### src/rtl/muldiv_unit_pkg.sv
// Shared definitions for the multiply/divide unit: M-extension funct3 codes,
// FSM state encodings and operand-signedness helpers.
package muldiv_unit_pkg;

  typedef enum logic [2:0] {
    OP_MUL    = 3'd0,
    OP_MULH   = 3'd1,
    OP_MULHSU = 3'd2,
    OP_MULHU  = 3'd3,
    OP_DIV    = 3'd4,
    OP_DIVU   = 3'd5,
    OP_REM    = 3'd6,
    OP_REMU   = 3'd7
  } md_op_e;

  typedef enum logic [1:0] {
    MD_IDLE = 2'd0,
    MD_CALC = 2'd1,
    MD_FIX  = 2'd2,
    MD_DONE = 2'd3
  } md_state_e;

  function automatic logic op_a_signed(input logic [2:0] op);
    return !(op == OP_MULHU || op == OP_DIVU || op == OP_REMU);
  endfunction

  function automatic logic op_b_signed(input logic [2:0] op);
    return (op == OP_MUL || op == OP_MULH || op == OP_DIV || op == OP_REM);
  endfunction

  function automatic logic op_hi_half(input logic [2:0] op);
    return (op == OP_MULH || op == OP_MULHSU || op == OP_MULHU);
  endfunction

endpackage

### src/rtl/muldiv_iter_core.sv
// Unsigned iterative engine: one shift-add (multiply) or restoring shift-subtract
// (divide) step per cycle on a 2*XLEN accumulator, XLEN steps per operation.
module muldiv_iter_core #(
  parameter int XLEN = 32
) (
  input  logic              clk,
  input  logic              rst,
  input  logic              clear_i,
  input  logic              start_i,
  input  logic              is_div_i,
  input  logic [XLEN-1:0]   a_mag_i,
  input  logic [XLEN-1:0]   b_mag_i,
  output logic              done_o,
  output logic [2*XLEN-1:0] acc_o
);
  localparam int CW = $clog2(XLEN);

  logic [2*XLEN-1:0] acc_q, acc_d, mul_step, div_step;
  logic [XLEN-1:0]   b_q, b_d;
  logic [CW-1:0]     cnt_q, cnt_d;
  logic              run_q, run_d, div_q, div_d;
  logic [XLEN:0]     sum, rem_sh, diff;

  // Multiply: add multiplicand into the upper half when the LSB is set, then shift right.
  assign sum      = {1'b0, acc_q[2*XLEN-1:XLEN]} + {1'b0, b_q};
  assign mul_step = acc_q[0] ? {sum, acc_q[XLEN-1:1]} : {1'b0, acc_q[2*XLEN-1:1]};

  // Divide: a borrow out of the trial subtraction means the quotient bit is 0.
  assign rem_sh   = acc_q[2*XLEN-1:XLEN-1];
  assign diff     = rem_sh - {1'b0, b_q};
  assign div_step = diff[XLEN] ? {rem_sh[XLEN-1:0], acc_q[XLEN-2:0], 1'b0}
                               : {diff[XLEN-1:0], acc_q[XLEN-2:0], 1'b1};

  assign done_o = run_q & (cnt_q == '0);
  assign acc_o  = acc_q;

  always_comb begin
    acc_d = acc_q;
    b_d   = b_q;
    cnt_d = cnt_q;
    run_d = run_q;
    div_d = div_q;
    if (clear_i) begin
      run_d = 1'b0;
      cnt_d = '0;
    end else if (start_i) begin
      acc_d = {{XLEN{1'b0}}, a_mag_i};
      b_d   = b_mag_i;
      div_d = is_div_i;
      cnt_d = CW'(XLEN - 1);
      run_d = 1'b1;
    end else if (run_q) begin
      acc_d = div_q ? div_step : mul_step;
      cnt_d = cnt_q - CW'(1);
      if (cnt_q == '0) begin
        run_d = 1'b0;
        cnt_d = '0;
      end
    end
  end

  always_ff @(posedge clk) begin
    if (rst) begin
      acc_q <= '0;
      b_q   <= '0;
      cnt_q <= '0;
      run_q <= 1'b0;
      div_q <= 1'b0;
    end else begin
      acc_q <= acc_d;
      b_q   <= b_d;
      cnt_q <= cnt_d;
      run_q <= run_d;
      div_q <= div_d;
    end
  end

endmodule

### src/rtl/muldiv_unit.sv
// Iterative RV32M/RV64M multiply/divide unit with valid/ready handshakes and flush.
// Define MULDIV_FAST_MUL_EN to form multiplies in one cycle in FIX instead of iterating.
module muldiv_unit
  import muldiv_unit_pkg::*;
#(
  parameter int XLEN  = 32,
  parameter int TAG_W = 5
) (
  input  logic             clk,
  input  logic             rst,
  input  logic             flush,
  input  logic             in_valid,
  output logic             in_ready,
  input  logic [2:0]       in_op,
  input  logic [XLEN-1:0]  in_a,
  input  logic [XLEN-1:0]  in_b,
  input  logic [TAG_W-1:0] in_tag,
  output logic             out_valid,
  input  logic             out_ready,
  output logic [XLEN-1:0]  out_result,
  output logic [TAG_W-1:0] out_tag,
  output logic             busy
);
  localparam logic [XLEN-1:0] MIN_NEG = {1'b1, {(XLEN-1){1'b0}}};

  md_state_e         state_q, state_d;
  logic [2:0]        op_q, op_d;
  logic [TAG_W-1:0]  tag_q, tag_d, out_tag_q, out_tag_d;
  logic              neg_q, neg_d, div0_q, div0_d, ovf_q, ovf_d;
  logic [XLEN-1:0]   a_mag_q, a_mag_d, res_q, res_d;

  logic              accept, a_neg, b_neg, b_zero, ovf_in, special_in, fast_in, neg_in;
  logic              core_start, core_done;
  logic [XLEN-1:0]   a_mag_in, b_mag_in;
  logic [2*XLEN-1:0] acc, prod, mag, fixed;

`ifdef MULDIV_FAST_MUL_EN
  logic [XLEN-1:0] b_mag_q, b_mag_d;
  assign b_mag_d = (state_q == MD_IDLE && accept) ? b_mag_in : b_mag_q;
  always_ff @(posedge clk) begin
    if (rst) b_mag_q <= '0;
    else     b_mag_q <= b_mag_d;
  end
  assign fast_in = ~in_op[2];
  assign prod    = {{XLEN{1'b0}}, a_mag_q} * {{XLEN{1'b0}}, b_mag_q};
`else
  assign fast_in = 1'b0;
  assign prod    = acc;
`endif

  assign in_ready   = (state_q == MD_IDLE);
  assign busy       = ~in_ready;
  assign out_valid  = (state_q == MD_DONE);
  assign out_result = res_q;
  assign out_tag    = out_tag_q;

  assign accept     = in_valid & in_ready;
  assign a_neg      = in_a[XLEN-1] & op_a_signed(in_op);
  assign b_neg      = in_b[XLEN-1] & op_b_signed(in_op);
  assign a_mag_in   = a_neg ? -in_a : in_a;
  assign b_mag_in   = b_neg ? -in_b : in_b;
  assign b_zero     = (in_b == '0);
  assign ovf_in     = (in_op == OP_DIV || in_op == OP_REM) && (in_a == MIN_NEG) && (in_b == '1);
  assign special_in = in_op[2] & (b_zero | ovf_in);
  assign core_start = accept & ~special_in & ~fast_in & ~flush;
  // Remainders follow the dividend; quotients/products follow the operand-sign XOR.
  assign neg_in     = in_op[2] ? (in_op[1] ? a_neg : (~b_zero & (a_neg ^ b_neg)))
                               : (a_neg ^ b_neg);

  muldiv_iter_core #(
    .XLEN(XLEN)
  ) u_core (
    .clk      (clk),
    .rst      (rst),
    .clear_i  (flush),
    .start_i  (core_start),
    .is_div_i (in_op[2]),
    .a_mag_i  (a_mag_in),
    .b_mag_i  (b_mag_in),
    .done_o   (core_done),
    .acc_o    (acc)
  );

  always_comb begin
    mag = prod;
    if (div0_q)
      mag = op_q[1] ? {{XLEN{1'b0}}, a_mag_q} : {{XLEN{1'b0}}, {XLEN{1'b1}}};
    else if (ovf_q)
      mag = op_q[1] ? '0 : {{XLEN{1'b0}}, a_mag_q};
    else if (op_q[2])
      mag = op_q[1] ? {{XLEN{1'b0}}, acc[2*XLEN-1:XLEN]} : {{XLEN{1'b0}}, acc[XLEN-1:0]};
  end

  assign fixed = neg_q ? -mag : mag;

  always_comb begin
    state_d   = state_q;
    op_d      = op_q;
    tag_d     = tag_q;
    neg_d     = neg_q;
    div0_d    = div0_q;
    ovf_d     = ovf_q;
    a_mag_d   = a_mag_q;
    res_d     = res_q;
    out_tag_d = out_tag_q;
    case (state_q)
      MD_IDLE: begin
        if (accept) begin
          op_d    = in_op;
          tag_d   = in_tag;
          neg_d   = neg_in;
          div0_d  = in_op[2] & b_zero;
          ovf_d   = ovf_in;
          a_mag_d = a_mag_in;
          state_d = (special_in | fast_in) ? MD_FIX : MD_CALC;
        end
      end
      MD_CALC: if (core_done) state_d = MD_FIX;
      MD_FIX: begin
        res_d     = op_hi_half(op_q) ? fixed[2*XLEN-1:XLEN] : fixed[XLEN-1:0];
        out_tag_d = tag_q;
        state_d   = MD_DONE;
      end
      MD_DONE: if (out_ready) state_d = MD_IDLE;
      default: state_d = MD_IDLE;
    endcase
    if (flush) state_d = MD_IDLE;
  end

  always_ff @(posedge clk) begin
    if (rst) begin
      state_q   <= MD_IDLE;
      op_q      <= '0;
      tag_q     <= '0;
      neg_q     <= 1'b0;
      div0_q    <= 1'b0;
      ovf_q     <= 1'b0;
      a_mag_q   <= '0;
      res_q     <= '0;
      out_tag_q <= '0;
    end else begin
      state_q   <= state_d;
      op_q      <= op_d;
      tag_q     <= tag_d;
      neg_q     <= neg_d;
      div0_q    <= div0_d;
      ovf_q     <= ovf_d;
      a_mag_q   <= a_mag_d;
      res_q     <= res_d;
      out_tag_q <= out_tag_d;
    end
  end

endmodule

### config.mk
export PLATFORM = sky130hd
export DESIGN_NAME = muldiv_unit
export DESIGN_NICKNAME = d
export VERILOG_FILES = /design/src/rtl/muldiv_unit_pkg.sv /design/src/rtl/muldiv_iter_core.sv /design/src/rtl/muldiv_unit.sv
export SDC_FILE = /design/constraint.sdc
export NUM_CORES = 1
export LEC_CHECK = 0
export ABC_AREA = 0
export ABC_CLOCK_PERIOD_IN_PS = 6700
export BUFFER_PORTS_ARGS = -buffer_cell sky130_fd_sc_hd__clkbuf_2
export CAP_MARGIN = 0
export CORE_MARGIN = 8
export CORE_UTILIZATION = 50
export CTS_BUF_LIST = sky130_fd_sc_hd__clkbuf_16
export CTS_CLUSTER_DIAMETER = 80
export DETAILED_ROUTE_END_ITERATION = 16
export MAX_ROUTING_LAYER = met4
export PLACE_DENSITY = 0.74
export SYNTH_ARGS = -nofsm -noshare
export SYNTH_HDL_FRONTEND = slang
export SYNTH_SLANG_ARGS = --single-unit
### constraint.sdc
create_clock -name clk -period 6.7 [get_ports clk]
set_clock_uncertainty 0.2 [all_clocks]
set_input_delay 0.335 -clock clk [delete_from_list [all_inputs] [get_ports clk]]
set_output_delay 0.335 -clock clk [all_outputs]
set_load 0.02 [all_outputs]
======== Yosys cells after proc, flatten, opt, wreduce, memory -nomap -nowiden ========
Cells that the tools add are included.
operators by class
  add/sub/neg operators ................... 6
  equal/unequal tests ..................... 17
  muxes and demuxes ....................... 28
  bitwise logic cells ..................... 15
  reductions and logical operators ........ 21
operators with widths
  kind                    number
  $mux W64                9
  $mux W32                6
  $eq A32 B32 Y1 const B  2
  $neg A32 Y32            2
  $neg A64 Y64            1
  $add A32 B32 Y33        1
  $sub A33 B32 Y33        1
  $logic_not A32 Y1       1
  $mux W5                 3
  $eq A3 B3 Y1 const B    4
  $and A1 B1 Y1           9
  $eq A3 B2 Y1 const B    3
  $logic_or A1 B1 Y1      8
  $mux W2                 4
  $pmux W2 S4             1
  $eq A3 B1 Y1 const B    2
  $reduce_and A2 Y1       3
  $logic_not A5 Y1        1
  $mux W1                 5
  $sub A5 B1 Y5 const B   1
  $eq A2 B2 Y1 const B    2
  $ne A2 B1 Y1 const B    2
  $not A1 Y1              4
  $logic_not A3 Y1        1
  10 further kinds        11
storage, ports and cells
  flip-flop bits (word level) ............. 185
  input bits .............................. 77
  output and inout port bits .............. 40
  logic and storage cells ................. 101

======== Depth between registers and ports, before layout ========
  depth after elaboration ................. 11
  depth in mapped cells ................... 14
  gate-level depth less buffers ........... 12

======== Cells and area by module ========
Synthesis repeated with hierarchy kept, for this count alone.
second synthesis, totals
  cells, all modules ...................... 2251
  area total of the unflattened synthesis .. 16129.2 µm²
modules (own cells, without submodules)
  module            instances  cells an instance  area an instance (µm²)  sequential area each (µm²)
  muldiv_iter_core  1          1138               8368.0                  2062.0
  muldiv_unit       1          1113               7761.2                  1641.6

======== Worst setup path before layout ========
No wires, ideal clock.
  kind .................................... register to register
  start point ............................. register op_q[1]
  end point ............................... register res_q[28], in the netlist out_result[28]
  setup time .............................. 0.060 ns
  arrival time ............................ 3.436 ns
  required time ........................... 6.440 ns
  slack ................................... 3.004 ns
  stages on the path, launching flop included .. 12
  buffers on the path ..................... 1
  period minus slack after synthesis ...... 3.696 ns
  path through ............................ dfxtp_1 -> and2_4 -> buf_6 -> mux2_2 -> a222oi_1 -> ha_1 -> and3_1 -> nand4_1 -> or4_4 -> or4_1 -> a221oi_1 -> a221o_1
between the ends
  cells in the longest elaborated chain, start to end .. 7
  elaborated cells between the ends (all ways) .. 14
  those cells by class .................... add/sub (1); eq/ne (3); mux (8); reduce/logical (2)
ends and longest elaborated chain
  what                    line                source
  start, declared         muldiv_unit.sv:27   logic [2:0] op_q, op_d;
  start signal, assigned  muldiv_unit.sv:143  op_q <= op_d;
  $mux W32                muldiv_unit.sv:91   mag = op_q[1] ? {{XLEN{1'b0}}, acc[2*XLEN-1:XLEN]} : {{XLEN{1'b0}}, acc[XLEN-1:0]};
  $mux W64                muldiv_unit.sv:90   else if (op_q[2])
  $mux W64                muldiv_unit.sv:88   else if (ovf_q)
  $mux W64                muldiv_unit.sv:86   if (div0_q)
  $neg A64 Y64            muldiv_unit.sv:94   assign fixed = neg_q ? -mag : mag;
  $mux W64                muldiv_unit.sv:94
  $mux W32 *              muldiv_unit.sv:120  res_d = op_hi_half(op_q) ? fixed[2*XLEN-1:XLEN] : fixed[XLEN-1:0];
  end signal, assigned    muldiv_unit.sv:149  res_q <= res_d;
  end, declared           muldiv_unit.sv:30   logic [XLEN-1:0] a_mag_q, a_mag_d, res_q, res_d;
Every way passes the cells marked *; elsewhere a longest branch is shown, timed or not.
A chain may end at the register's enable or synchronous reset.

======== Worst setup path in the final report ========
  start point ............................. register op_q[1]
  end point ............................... register res_q[2], in the netlist out_result[2]
The elaborated chain is that of the path after synthesis.

==> results.py <==
metrics = {
    "setup_path": {
        "endpoint_kind": "flip-flop",
        "crit_fanout": 35,
        "reg2reg_from": "op_q[1]",
        "cp.arrival_ps": 5600,
        "r2r_cells": 11,
        "regToRegEndpoint": "out_result[2]",
        "worstPathRequired_ps": 6910,
        "reg2reg_setup_slack_ps": 1310,
        "cp-start-kind": "flip-flop",
        "path_class": "flip-flop to flip-flop",
    },
    "min_path": {
        "hold_depth": 4,
        "hold_path_end": "a_mag_q[22]",
        "hp-class": "primary input to flip-flop",
        "worstHoldStart": "in_a[22]",
    },
    "run_status": {
        "outcome": "finished, final reports clean",
    },
    "synthesis": {
        "synth-edff-count": 0,
        "synth_area_leader_cell": "dfxtp_1",
        "ys_types": 79,
        "synthTopCellsByArea": "dfxtp_1 22%, nand2_1 6.0%, a21oi_1 5.6%",
        "syn_nets": 2459,
        "synth_seq_cells": 185,
        "synthFlopType": "dfxtp_1",
        "ys_seq_area_share_pct": 22.24,
        "syn_area_um2": 16650,
        "synth_cells": 2307,
        "yosysWarnings": 0,
        "async_reset_ff_share_pct": 0,
        "avgSynthCellArea_um2": 7.219,
        "yosysMostFrequentCell": "nand2_1",
        "yosys.area.top_type_share_pct": 22.24,
        "yosys-top-cells-count": "266 x nand2_1, 185 x a21oi_1, 185 x dfxtp_1",
    },
    "drt": {
        "drc": 0,
        "wl_met3_mm": 6.732,
        "wl_met1_mm": 27.84,
        "num_vias": 18155,
        "dr.pass1.iters": 6,
        "routed_wl_mm": 62.36,
        "post_drt_via_cell_ratio": 6.547,
        "ant_nets": 0,
        "routedWlPerCell_um": 22.49,
        "drt_iter0_markers": 2497,
        "met2WireLength_mm": 25.58,
        "highest_layer": "met4",
    },
    "floorplan": {
        "coreArea_um2": 33200,
        "die_y_um": 198.5,
        "initial_utilization_pct": 50.17,
        "num_io_pins": 117,
        "die_area_um2": 39400,
        "rows": 67,
        "die_x_um": 198.5,
    },
    "timing": {
        "min_period_over_period_pct": 80.47,
        "fin_tns_setup_ps": 0,
        "finalSetupViolations": 0,
        "timing.final.max_slew_violations": 0,
        "fmax_mhz": 185.5,
        "hold_viol_final": 0,
        "maxSlewHeadroom_pct": 20.74,
        "worst_slack_ps": 1308,
        "rsz0062_at_grt": "false",
        "worst_pin_slew_ps": 1187,
        "period_needed_ps": 5392,
    },
    "final_layout": {
        "area_delta_synth_final_pct": 8.648,
        "drive_above_1_share_pct": 9.806,
        "diodes": 0,
        "stdcell_count": 2773,
        "layout.nets": 2464,
    },
    "place": {
        "dp_cells": 2733,
        "dp_slack_ps": 1517,
        "io_buffers": 116,
        "gp_congestion": 1.039,
        "dpl.hpwl_mm": 46.64,
    },
    "global_routing": {
        "grt_overflow": 0,
        "antenna_found_initial": 0,
        "grt_pass1_vias": 16596,
        "grt_pass1_wl_mm": 96.30,
        "grt_use_total_pct": 31.86,
        "grt_max_degree": 109,
    },
    "clocking": {
        "h-tree-depth": 4,
        "ctsResizeCount": 0,
        "clk_latency_ps": 450,
        "cts_setup_buffers": 0,
        "numCtsBuffers": 17,
        "clkTransAtPathRegs_ps": 90,
        "clock_sinks": 185,
        "tritoncts": "built",
        "cts_root_buffer": "clkbuf_16",
        "hold_buffers": 8,
        "cts_buffer_depth": 2,
    },
    "flow_run": {
        "maxCapViolCount": 0,
    },
    "pwr": {
        "vdd_drop_max_v": 0.0001754,
        "cellLeakagePower_nw": 7.080,
        "pwr_density_cell_nw_per_um2": 179.8,
    },
}
## worst max-delay path, stage by stage, from the launching register on
cell	delay [ps]
dfxtp_1	1110
and2_4	490
mux2_2	370
a222oi_1	530
ha_1	350
and3_1	180
nand4_1	350
buf_4	310
nor3_1	730
o32ai_1	240
a221oi_1	340
a21o_1	110
## how the worst max path moves through the flow
| stage | start | to | depth (start not counted) |
|---|---|---|---|
| final | op_q[1] | out_result[2] | 11 |
| after CTS | op_q[1] | out_result[28] | 10 |
| after global routing | op_q[1] | out_result[2] | 11 |
| after detailed placement | op_q[1] | out_result[22] | 9 |
| after global placement | op_q[1] | out_result[28] | 10 |
| after floorplan | op_q[1] | out_result[28] | 11 |
## layout by cell type, fill, tap and decap left out, types with 8 or more instances in the layout
cell,Yosys,layout
dlygate4sd3_1,0,8
inv_1,90,90
o41ai_1,13,13
nor4_1,29,29
a31oi_1,25,25
and2_1,9,9
xor2_1,50,50
nand2_1,266,265
or3_1,19,19
a211oi_1,80,80
nand2b_1,32,32
dfxtp_1,185,183
or4_1,21,21
and3_1,15,15
or2_2,15,14
buf_4,1,39
nor2_1,184,182
a22oi_1,20,20
nor2b_1,21,21
xnor2_1,90,89
clkbuf_2,1,115
mux2_2,10,10
o221ai_1,17,17
o21ai_0,148,148
o31ai_1,36,36
a21o_1,42,42
mux2i_1,81,81
o21bai_1,11,11
nand4_1,32,32
nand3_1,54,54
nor3_1,72,72
a22o_1,9,9
o211ai_1,51,51
ha_1,73,73
clkbuf_16,0,17
a221oi_1,13,13
a21oi_1,185,185
## flip-flops by register name, summed over array words and instances, names as in the netlist
register and count:
a_mag_q 32, div0_q 1, neg_q 1, op_q 3, out_result 32, out_tag 5, ovf_q 1, state_q 2
tag_q 5, u_core.acc_o 64, u_core.b_q 32, u_core.cnt_q 5, u_core.div_q 1, u_core.run_q 1
## final cells by class
| class | count | area (um^2) |
|---|---|---|
| multi-input combinational | 1856 | 11930 |
| tap | 448 | 560.5 |
| clock inverter | 15 | 185.2 |
| timing repair buffer | 162 | 948.4 |
| sequential | 185 | 3706 |
| inverter | 90 | 337.8 |
| fill | 3282 | 15100 |
| clock buffer | 17 | 425.4 |
## cells by family after synthesis
kind of cell / after synthesis / synth area share (%)
compound gates: 742 / 29.41
xor+xnor: 140 / 7.363
buf+inv: 266 / 6.228
fa+ha+maj: 75 / 5.725
simple gates: 807 / 23.40
flops: 185 / 22.24
mux: 92 / 5.635
## report_power, final
part / internal [W] / total, W / leakage (nW) / switching (W)
clock network: 0.000512 / 0.00107 / 0.299 / 0.000558
logic: 0.000332 / 0.000950 / 5.27 / 0.000618
registers: 0.00116 / 0.00123 / 1.51 / 0.0000745
## stage by stage
stage	utilization, %	power (W)	hold slack (ps)	cell area, um^2
detailed placement	52.42	0.002171	250.7	17400
finish	54.50	0.003253	28.86	18090
global route	54.50	0.003384	53.96	18090
CTS	54.50	0.003237	8.521	18090
global placement	52.42	0.002157	241.9	17400
floorplan	-	0.001891	236.0	16650
## routing by layer
layer	track usage, %	up-vias
met1	45.10	8505
met5	-	-
met3	5.853	118
li1	-	8500
met2	44.20	1032
met4	11.89	0
No activity file was read; power rests on OpenSTA's default activity.
